[src/rtl/csr_access_unit.sv]
// rtl/csr_access_unit.sv - CSR instruction sequencer between decode and the CSR register file
// Optional local mcycle/minstret counters: define CSR_COUNTERS_EN.
module csr_access_unit #(
  parameter int unsigned STRICT_RO = 1
) (
  input  logic        clk,
  input  logic        rst_n,
  input  logic        req_valid,
  output logic        req_ready,
  input  logic [19:0] req_instr_31_12,
  input  logic [31:0] req_rs1_val,
  output logic        resp_valid,
  input  logic        resp_ready,
  output logic [31:0] resp_rdata,
  output logic        resp_illegal,
  output logic        csr_we,
  output logic [19:0] csr_instr_31_12,
  output logic [31:0] csr_wd,
  input  logic [31:0] csr_rd,
  input  logic        retire
);

  typedef enum logic [1:0] {
    S_IDLE = 2'd0,
    S_EXEC = 2'd1,
    S_RESP = 2'd2
  } state_t;

  state_t      r_state;
  logic [19:0] r_instr;
  logic [31:0] r_rs1;
  logic [31:0] r_rdata;
  logic        r_illegal;

  logic [2:0]  w_funct3;
  logic [4:0]  w_src;
  logic        w_wants_write;
  logic        w_ro;
  logic        w_illegal;
  logic        w_write_ok;
  logic [31:0] w_rd;

  // Field decode of the held instruction
  assign w_funct3 = r_instr[2:0];
  assign w_src    = r_instr[7:3];
  // Set/clear forms with a zero source are pure reads
  assign w_wants_write = !(w_funct3[1] && (w_src == 5'd0));
  assign w_ro          = (r_instr[19:18] == 2'b11);
  assign w_illegal     = (w_funct3[1:0] == 2'b00) ||
                         ((STRICT_RO != 0) && w_ro && w_wants_write);
  // Read-only targets never get written; in non-strict mode the write is just dropped
  assign w_write_ok    = (r_state == S_EXEC) && !w_illegal && w_wants_write && !w_ro;

`ifdef CSR_COUNTERS_EN
  logic [63:0] r_mcycle;
  logic [63:0] r_minstret;
  logic [63:0] w_mcycle_nxt;
  logic [63:0] w_minstret_nxt;
  logic [11:0] w_addr;
  logic        w_local_hit;
  logic        w_local_wr;
  logic        w_sel_instret;
  logic        w_sel_hi;
  logic [31:0] w_local_rd;
  logic [31:0] w_operand;
  logic [31:0] w_new;

  assign w_addr        = r_instr[19:8];
  // addr[1] picks minstret over mcycle, addr[7] picks the high half
  assign w_sel_instret = w_addr[1];
  assign w_sel_hi      = w_addr[7];

  // Match the counter addresses and their read-only shadows
  always_comb begin
    w_local_hit = 1'b0;
    case (w_addr)
      12'hB00, 12'hB80, 12'hB02, 12'hB82,
      12'hC00, 12'hC80, 12'hC02, 12'hC82: w_local_hit = 1'b1;
      default:                            w_local_hit = 1'b0;
    endcase
  end

  assign w_local_rd = w_sel_instret ? (w_sel_hi ? r_minstret[63:32] : r_minstret[31:0])
                                    : (w_sel_hi ? r_mcycle[63:32]   : r_mcycle[31:0]);
  assign w_rd       = w_local_hit ? w_local_rd : csr_rd;
  assign w_operand  = w_funct3[2] ? {27'd0, w_src} : r_rs1;
  assign w_local_wr = w_write_ok && w_local_hit;
  assign csr_we     = w_write_ok && !w_local_hit;

  // Apply csrrw/csrrs/csrrc semantics to the selected counter half
  always_comb begin
    w_new = w_rd;
    case (w_funct3[1:0])
      2'b01:   w_new = w_operand;
      2'b10:   w_new = w_rd | w_operand;
      2'b11:   w_new = w_rd & ~w_operand;
      default: w_new = w_rd;
    endcase
  end

  // Counter next-state: increment first, then let a local write override one half
  always_comb begin
    w_mcycle_nxt   = r_mcycle + 64'd1;
    w_minstret_nxt = r_minstret + {63'd0, retire};
    if (w_local_wr) begin
      if (!w_sel_instret) begin
        if (w_sel_hi) w_mcycle_nxt[63:32] = w_new;
        else          w_mcycle_nxt[31:0]  = w_new;
      end else begin
        if (w_sel_hi) w_minstret_nxt[63:32] = w_new;
        else          w_minstret_nxt[31:0]  = w_new;
      end
    end
  end

  // Counter registers
  always_ff @(posedge clk or negedge rst_n) begin
    if (!rst_n) begin
      r_mcycle   <= 64'd0;
      r_minstret <= 64'd0;
    end else begin
      r_mcycle   <= w_mcycle_nxt;
      r_minstret <= w_minstret_nxt;
    end
  end
`else
  logic w_unused_retire;

  assign w_unused_retire = retire;
  assign w_rd            = csr_rd;
  assign csr_we          = w_write_ok;
`endif

  // Request/execute/response sequencer with captured instruction and response registers
  always_ff @(posedge clk or negedge rst_n) begin
    if (!rst_n) begin
      r_state   <= S_IDLE;
      r_instr   <= 20'd0;
      r_rs1     <= 32'd0;
      r_rdata   <= 32'd0;
      r_illegal <= 1'b0;
    end else begin
      case (r_state)
        S_IDLE: begin
          if (req_valid) begin
            r_instr <= req_instr_31_12;
            r_rs1   <= req_rs1_val;
            r_state <= S_EXEC;
          end
        end
        S_EXEC: begin
          r_rdata   <= w_illegal ? 32'd0 : w_rd;
          r_illegal <= w_illegal;
          r_state   <= S_RESP;
        end
        S_RESP: begin
          if (resp_ready) r_state <= S_IDLE;
        end
        default: r_state <= S_IDLE;
      endcase
    end
  end

  assign req_ready       = (r_state == S_IDLE);
  assign resp_valid      = (r_state == S_RESP);
  assign resp_rdata      = r_rdata;
  assign resp_illegal    = r_illegal;
  assign csr_instr_31_12 = r_instr;
  assign csr_wd          = r_rs1;

endmodule
[config.mk]
export PLATFORM = sky130hd
export DESIGN_NAME = csr_access_unit
export DESIGN_NICKNAME = d
export VERILOG_FILES = /design/src/rtl/csr_access_unit.sv
export SDC_FILE = /design/constraint.sdc
export NUM_CORES = 1
export LEC_CHECK = 0
export CAP_MARGIN = 10
export CORE_ASPECT_RATIO = 0.8
export CORE_MARGIN = 2
export CORE_UTILIZATION = 41
export DETAILED_ROUTE_END_ITERATION = 8
export PLACE_DENSITY = 0.77
export SLEW_MARGIN = 20
export SYNTH_ARGS = -nofsm -noshare
export SYNTH_HDL_FRONTEND = slang
export SYNTH_SLANG_ARGS = --single-unit
[constraint.sdc]
create_clock -name clk -period 1.51 [get_ports clk]
set_input_delay 0.302 -clock clk [delete_from_list [all_inputs] [get_ports clk]]
set_output_delay 0.302 -clock clk [all_outputs]
set_load 0.02 [all_outputs]
Yosys cells after proc, flatten, opt, wreduce, memory -nomap -nowiden

Index checks and enable logic that the tools add are counted.

Flip-flop bits (word level): 87
Input bits: 89
Output and inout bits: 88
Logic and storage cells: 28

Equality and inequality tests: 5
Mux-type cells: 4
Reduce and logical (&&, ||, !) cells: 14

Operators with widths:

| cell                                                                     | count |
|---|---|
| 32-bit two-way mux                                                       | 1 |
| 2-bit one-hot mux with 3 select lines                                    | 1 |
| 1-bit logical AND                                                        | 5 |
| 5-bit logical NOT                                                        | 1 |
| 2-bit == test (second input constant)                                    | 2 |
| 2-bit logical NOT                                                        | 2 |
| 2-bit two-way mux                                                        | 2 |
| 2-bit AND reduction                                                      | 2 |
| 1-bit logical NOT                                                        | 3 |
| 2-bit by 1-bit == test with 1-bit output (second input constant)         | 1 |
| 2-bit by 1-bit inequality test with 1-bit output (second input constant) | 1 |
| 2-bit inequality test (second input constant)                            | 1 |
| 1-bit logical OR                                                         | 1 |

Logic depth before layout (Yosys ltp)

Gate-level depths: netlist of the first run.

Depth after elaboration: 9
Mapped depth: 5
Depth with buffers taken out: 3

Worst setup path before layout of the first run

OpenSTA, ideal clock, no wires.

Path type: flip-flop to flip-flop
Start: reg r_state[0]
End: reg r_instr[10] (netlist: csr_instr_31_12[10])
Library setup time: 0.125 ns
Arrival time: 1.492 ns
Data required time: 1.385 ns
Setup slack: -0.107 ns
Stages on the path, launching flop included: 6
Buffers on the path: 2
Period minus slack after synthesis: 1.617 ns
Cells stage by stage: dfrtp_1 -> nor2_1 -> and2_4 -> buf_12 -> buf_12 -> mux2_4

Word-level cells in the longest chain between the ends: 2

RTL lines:

| element                              | RTL line | RTL |
|---|---|---|
| start: declaration                   | 29       | `state_t r_state;` |
| start signal: assignment             | 137      | `r_state <= S_IDLE;` |
| start signal: assignment             | 148      | `r_state <= S_EXEC;` |
| start signal: assignment             | 154      | `r_state <= S_RESP;` |
| 2-bit logical NOT                    | n/a      |  |
| net req_ready                        | 9        | `output logic req_ready,` |
| 2-bit AND reduction (no source line) | n/a      |  |
| end signal: assignment               | 146      | `r_instr <= req_instr_31_12;` |
| end: declaration                     | 30       | `logic [19:0] r_instr;` |

The timed path passes the listed nets, and every way through them passes these cells.
A chain may end at the register's enable or synchronous reset.

Worst setup path in the final report of the first run

Start: reg r_instr[6] (netlist: csr_instr_31_12[6])
End: out csr_we

Word-level cells in the longest chain between the ends: 9

RTL lines:

| element                             | RTL line | RTL |
|---|---|---|
| 5-bit logical NOT (*)               | 47       | `assign w_wants_write = !(w_funct3[1] && (w_src == 5'd0));` |
| 1-bit logical AND (*)               | 47       |  |
| 1-bit logical NOT (*)               | 47       |  |
| 1-bit logical AND                   | 50       | `((STRICT_RO != 0) && w_ro && w_wants_write);` |
| 1-bit logical OR                    | 49       | `assign w_illegal = (w_funct3[1:0] == 2'b00) \|\|` |
| 1-bit logical NOT                   | 52       | `assign w_write_ok = (r_state == S_EXEC) && !w_illegal && w_wants_write && !w_ro;` |
| 1-bit logical AND                   | 52       |  |
| 1-bit logical AND (*) (2 in series) | 52       |  |
| end: declaration                    | 16       | `output logic csr_we,` |

Mark *: on every way between the ends. The rest lies on a longest branch, timed or not.

==> results of run 1 <==
[layout by cell type, fill, tap and decap left out, types with 4 or more instances in the layout]
cell type                         Yosys  layout
sky130_fd_sc_hd__buf_12               6       5
sky130_fd_sc_hd__buf_4                0      19
sky130_fd_sc_hd__buf_6                0      12
sky130_fd_sc_hd__buf_8                0       4
sky130_fd_sc_hd__clkbuf_2             3       4
sky130_fd_sc_hd__clkbuf_8             0      10
sky130_fd_sc_hd__clkdlybuf4s50_1      0      86
sky130_fd_sc_hd__dfrtp_1             87      87
sky130_fd_sc_hd__dlygate4sd2_1        0      77
sky130_fd_sc_hd__mux2_4              49      52
sky130_fd_sc_hd__nand2_1             65      64
sky130_fd_sc_hd__o21ai_0             19      17
sky130_fd_sc_hd__o21ai_1             14      16
[worst max-delay path, delay by kind of cell, from the launching register on]
family                 cells  cell delay, ns
AOI/OAI and AO/OA          1            0.09
buffers and inverters      1            0.13
DFF                        1            0.41
and+or+nand+nor            1            0.31
[per-layer routing]
layer / vias to the layer above / routed length, um / global-route usage, %
met5: - / 0 / 0
met4: 0 / 146 / 8.159
met3: 14 / 872 / 8.259
li1: 1299 / - / -
met2: 110 / 4977 / 36.42
met1: 1370 / 3940 / 24.55
[synth_stat cells, drive strengths merged]
master	number
nor4b	1
a2bb2oi	1
a21oi	2
o21ai	33
dfrtp	87
nand2	65
nor2	2
clkbuf	5
buf	12
or2b	2
and2	1
mux2	53
inv	1
and2b	1
[worst max path at each step]
stage | to | slack (ns) | start | cells after the start
final | csr_we | -0.1 | csr_instr_31_12[6] | 3
after global placement | csr_we | -0.19 | csr_instr_31_12[18] | 4
after floorplan | csr_instr_31_12[10] | 0.002 | r_state[0] | 5
after detailed placement | csr_we | -0.23 | csr_instr_31_12[18] | 4
after CTS | csr_we | -0.15 | csr_instr_31_12[4] | 3
after global routing | csr_we | -0.21 | r_state[1] | 4
[report_power, final]
group	internal [uW]	total [uW]	switching (uW)
clock network	963	1740	774
logic	3720	7390	3670
registers	3520	4200	672
total	8210	13300	5110
[cell families (layout without fill, tap and decap cells)]
family / count (synthesis) / after routing / share of synthesized area [%]
compound gates: 36 / 36 / 5.074
buf+inv: 18 / 230 / 4.867
flops: 87 / 87 / 60.06
mux: 53 / 53 / 21.54
simple gates: 72 / 72 / 8.457
[state kept, by name, summed over array words and instances, names as in the netlist]
| name | count |
|---|---|
| csr_wd | 32 |
| resp_illegal | 1 |
| csr_instr_31_12 | 20 |
| r_state | 2 |
| resp_rdata | 32 |
[what timing repair did]
item                       in CTS  in global routing
gates resized for setup       136                 20
setup endpoints to repair     163                 65
hold buffers                    1                  0
hold endpoints to repair       45                  0
cloned                          3                  1
buffers inserted               11                  3
pin swaps                       3                  5
[area by class of cell]
cell class              count  area, um^2
clock buffers              11       141.4
clock inverters             4       70.07
fillers                   629        2569
inverters                   1       3.754
multi-input cells         161        1315
flip-flops and latches     87        2177
well taps                 112       140.1
repair buffers            214        2105
[metrics by stage]
| step | hold slack (ns) | util [%] |
|---|---|---|
| after floorplan | 0.006409 | - |
| after global placement | 0.2890 | 65.42 |
| after CTS | 0.4504 | 69.97 |
| final | 0.4741 | 69.85 |
| after global routing | 0.4666 | 69.85 |
| after detailed placement | 0.2933 | 65.42 |
==> impl_metrics.ini, run 1 <==
[setup_path]
crit_arrival_ns = 1.31
crit_path_top_delay_cell = sky130_fd_sc_hd__dfrtp_1
reg2reg_from = r_state[0]
r2r_end = csr_wd[24]
worst_path_class_setup = reg -> out
path_max_fanout = 2
r2r.worst_path.cells = 6
critical_path_required_ns = 1.21
critPathLaunchType = flip-flop
register_to_register_setup_slack_ns = -0.03
worstSetupEndpointType = primary output
critical-path-max-stage-delay_ns = 0.41
crit_path_cells = nor4b_4 -> a21oi_2 -> buf_6

[power_and_ir_drop]
power.density_cell_area_mw_per_mm2 = 2238
leakage_uw = 0.002855
ir_worst_vdd_v = 0.001247
report.power.total_uw = 13320

[global_routing]
congestion_overflow_gr = 0
grt.total_usage_pct = 21.39
first_global_vias = 2955
largest_net_degree_at_the_start_of_global_routing = 46
global_route_wire_length_before_repair_um = 15370
grt_antenna_before_repair = 0

[cts]
worst_setup_hold_path_clk_slew_ns = 0.08
clock_insertion_delay_worst_skew_ns = 0.35
numCtsBuffers = 9
cts.path.max_buffers = 2
cts-root-buf = sky130_fd_sc_hd__clkbuf_8
cts_sinks = 87
htreeDepth = 3
tritoncts = done

[timing]
layout_min_cycle_time_ns = 1.609
max_slew.worst_pin.slew_ns = 0.5317
timing.max_slew.rel_slack_pct = 64.55
fin_worst_skew_ns = 0.005425
hold_viol = 0
unrepaired_setup_endpoints_after_global_routing = yes
layout_worst_path_cycle_share_pct = 106.5
setup-tns-final_ns = -0.8731
timing.final.ws_setup_ns = -0.09850
setup_viol = 44
timing_max_transition_violations_final = 0
maximum_achievable_frequency_mhz = 621.7

[die]
width_of_the_die_um = 109.1
io_pins = 177
core-area_mm2 = 0.008521
floorplan.die_area_mm2 = 0.009614
starting_utilization_of_the_core_area_pct = 42.54
core.rowCount = 30
floorplan.die.height_um = 88.10

[synth]
syn_inst = 266
post-synth-top-area-fraction_pct = 60.06
synthesis.area_per_instance_um2 = 13.63
post-synth-top-area-cell = sky130_fd_sc_hd__dfrtp_1
cell_area_after_technology_mapping_mm2 = 0.003625
postSynthNetCount = 355
synth_warnings = 0
postSynthRegisterBits = 87
synth.lib_cells_used.distinct = 18
seq_area_frac_synth_pct = 60.06
synth.top_cells.by_area = sky130_fd_sc_hd__dfrtp_1, sky130_fd_sc_hd__mux2_4, sky130_fd_sc_hd__nand2_1

[worst_hold_path]
hold_path.class = in -> async

[status]
status = finished with violations
failed_checks = setup timing

[placed_design]
globalplace.congestion = 0.6790
pre_cts_slack_ns = -0.2342
post-place-cells = 559
dp_hpwl_um = 6767
portBuffers = 175
placedInstanceArea_mm2 = 0.005574

[layout]
antenna-diode-count = 0
flow.area_growth_from_synthesis_pct = 64.20
final_instance_count_without_filler_cells = 590
post_route_cells_drive_above_1_share_pct = 26.15
net_total_in_the_final_layout = 563
postLayoutCellArea_mm2 = 0.005952

[routing]
antenna_violating_nets_post_route = 0
drt_iter0_markers = 51
wirelength_um = 9936
drcViolationCount = 0
dr.pass1.iters = 4
via_count = 2793
avgRoutedWirePerCell_um = 16.84
drt-vias-per-instance = 4.734

[job]
count_of_maximum_capacitance_violations = 0
No activity file was read; power rests on OpenSTA's default activity.
==> run 2, diff against run 1 <==
--- a/config.mk
+++ b/config.mk
@@ -10,6 +10,8 @@
 export CORE_MARGIN = 2
 export CORE_UTILIZATION = 41
 export DETAILED_ROUTE_END_ITERATION = 8
+export HOLD_SLACK_MARGIN = 0.03
+export MAX_ROUTING_LAYER = met4
 export PLACE_DENSITY = 0.77
 export SLEW_MARGIN = 20
 export SYNTH_ARGS = -nofsm -noshare
==> impl_metrics.ini, run 2 (synthesis gave the netlist of run 1 again) <==
[cts]
htreeDepth = 3
worst_setup_hold_path_clk_slew_ns = 0.08
cts_sinks = 87
numCtsBuffers = 9
cts-root-buf = sky130_fd_sc_hd__clkbuf_8
tritoncts = done
cts.path.max_buffers = 2
clock_insertion_delay_worst_skew_ns = 0.35

[global_routing]
grt_antenna_before_repair = 0
largest_net_degree_at_the_start_of_global_routing = 46
global_route_wire_length_before_repair_um = 15350
grt.met2_usage_pct = 36.42
congestion_overflow_gr = 0
global_route.peak_usage_layer = met2
grtUsageMet3_pct = 7.292
first_global_vias = 2959
grtUsageMet1_pct = 25.04
grt.total_usage_pct = 22.03

[timing]
timing_max_transition_violations_final = 0
unrepaired_setup_endpoints_after_global_routing = yes
hold_viol = 0
layout_min_cycle_time_ns = 1.608
finalHoldWorstSlack_ns = 0.4731
layout_worst_path_cycle_share_pct = 106.5
timing.final.ws_setup_ns = -0.09789
max_slew.worst_pin.slew_ns = 0.5314
timing.max_slew.rel_slack_pct = 64.57
setup_viol = 46
maximum_achievable_frequency_mhz = 621.9
fin_worst_skew_ns = 0.006736

[power_and_ir_drop]
leakage_uw = 0.002855
ir_worst_vdd_v = 0.001249
power.density_cell_area_mw_per_mm2 = 2239

[layout]
net_total_in_the_final_layout = 563
final_instance_count_without_filler_cells = 590
multi_input_area_mm2 = 0.001315
mostFrequentLayoutCells = sky130_fd_sc_hd__dfrtp_1, sky130_fd_sc_hd__clkdlybuf4s50_1, sky130_fd_sc_hd__dlygate4sd2_1, sky130_fd_sc_hd__nand2_1, sky130_fd_sc_hd__mux2_4
flow.area_growth_from_synthesis_pct = 64.34
postLayoutCellArea_mm2 = 0.005957
fillCellCount = 629
mostFrequentLayoutCell = sky130_fd_sc_hd__dfrtp_1
post_route_cells_drive_above_1_share_pct = 25.94
antenna-diode-count = 0
register_area_mm2 = 0.002177

[setup_path]
worstSetupEndpointType = primary output
r2r.worst_path.cells = 6
r2r_end = csr_wd[14]
critical-path-max-stage-delay_ns = 0.41
critical_path_required_ns = 1.21
crit_path_start = csr_instr_31_12[6]
register_to_register_setup_slack_ns = -0.03
worst_path_class_setup = reg -> out
crit_arrival_ns = 1.31
path_max_fanout = 2
crit_path_top_delay_cell = sky130_fd_sc_hd__dfrtp_1
crit_path_cells = nor4b_4 -> a21oi_2 -> buf_6
reg2reg_from = r_state[0]
critPathLaunchType = flip-flop

[routing]
avgRoutedWirePerCell_um = 16.85
drcViolationCount = 0
drt_iter0_markers = 59
via_count = 2807
drt-vias-per-instance = 4.758
dr.pass1.iters = 4
antenna_violating_nets_post_route = 0
wirelength_um = 9939

[die]
width_of_the_die_um = 109.1
core.rowCount = 30
floorplan.die.height_um = 88.10
io_pins = 177
core-area_mm2 = 0.008521
floorplan.die_area_mm2 = 0.009614
starting_utilization_of_the_core_area_pct = 42.54

[placed_design]
placedInstanceArea_mm2 = 0.005574
portBuffers = 175
globalplace.congestion = 0.6859
dp_hpwl_um = 6767
post-place-cells = 559

[job]
count_of_maximum_capacitance_violations = 0

[status]
failed_checks = setup timing
status = finished with violations

[worst_hold_path]
hold_path.class = in -> async
==> run 2: cell count changes in the layout (fill, tap and decap cells not counted) <==
cell	previous run	this run
sky130_fd_sc_hd__clkdlybuf4s15_1	0	1
sky130_fd_sc_hd__clkbuf_2	4	3
==> run 2: metrics by stage <==
step	util [%]	total power [uW]	setup WS [ns]	setup TNS, ns
after floorplan	-	8266	0.002155	0
after global placement	65.42	11610	-0.1858	-6.540
after detailed placement	65.42	11810	-0.2342	-8.830
after CTS	69.97	13430	-0.1505	-0.6640
after global routing	69.91	14130	-0.2028	-3.558
final	69.91	13340	-0.09789	-0.9200
==> run 2: how the worst max path moves through the flow <==
stage                           to  slack [ns]  cells past startpoint
2_1_floorplan  csr_instr_31_12[10]       0.002                      5
3_3_place_gp                csr_we       -0.19                      4
3_5_place_dp                csr_we       -0.23                      4
4_1_cts                     csr_we       -0.15                      3
5_1_grt                     csr_we       -0.20                      4
6_report                    csr_we        -0.1                      3
==> run 2: power by group <==
group | switching [uW] | leakage (uW) | internal [uW]
Combinational | 3670 | 0.00169 | 3730
Sequential | 672 | 0.00106 | 3520
Clock | 776 | 0.000109 | 963
Total | 5120 | 0.00286 | 8220
==> run 2: final cells by class <==
class | instances | area share, %
multi-input cells | 161 | 22.08
well taps | 112 | 2.352
clock inverters | 4 | 1.176
flip-flops and latches | 87 | 36.55
inverters | 1 | 0.06301
repair buffers | 214 | 35.41
clock buffers | 11 | 2.373
==> run 2: timing repair <==
item | CTS | global route
gates cloned | 3 | 1
hold buffers | 1 | 0
setup endpoints to repair | 163 | 64
pin swaps | 3 | 5
setup buffers | 11 | 3
resized for setup | 136 | 19
hold endpoints to repair | 45 | 0
==> run 2: worst max-delay path: cells and delay by family (launching register included) <==
| kind | cells | cell delay [ns] |
|---|---|---|
| compound gates | 1 | 0.09 |
| buf+inv | 1 | 0.13 |
| flops | 1 | 0.41 |
| simple gates | 1 | 0.31 |
==> run 2: routing by layer <==
metal	vias to the layer above	share of wire (%)
li1	1302	-
met1	1375	40
met2	113	50
met3	17	8.3
met4	0	1.6
met5	-	0
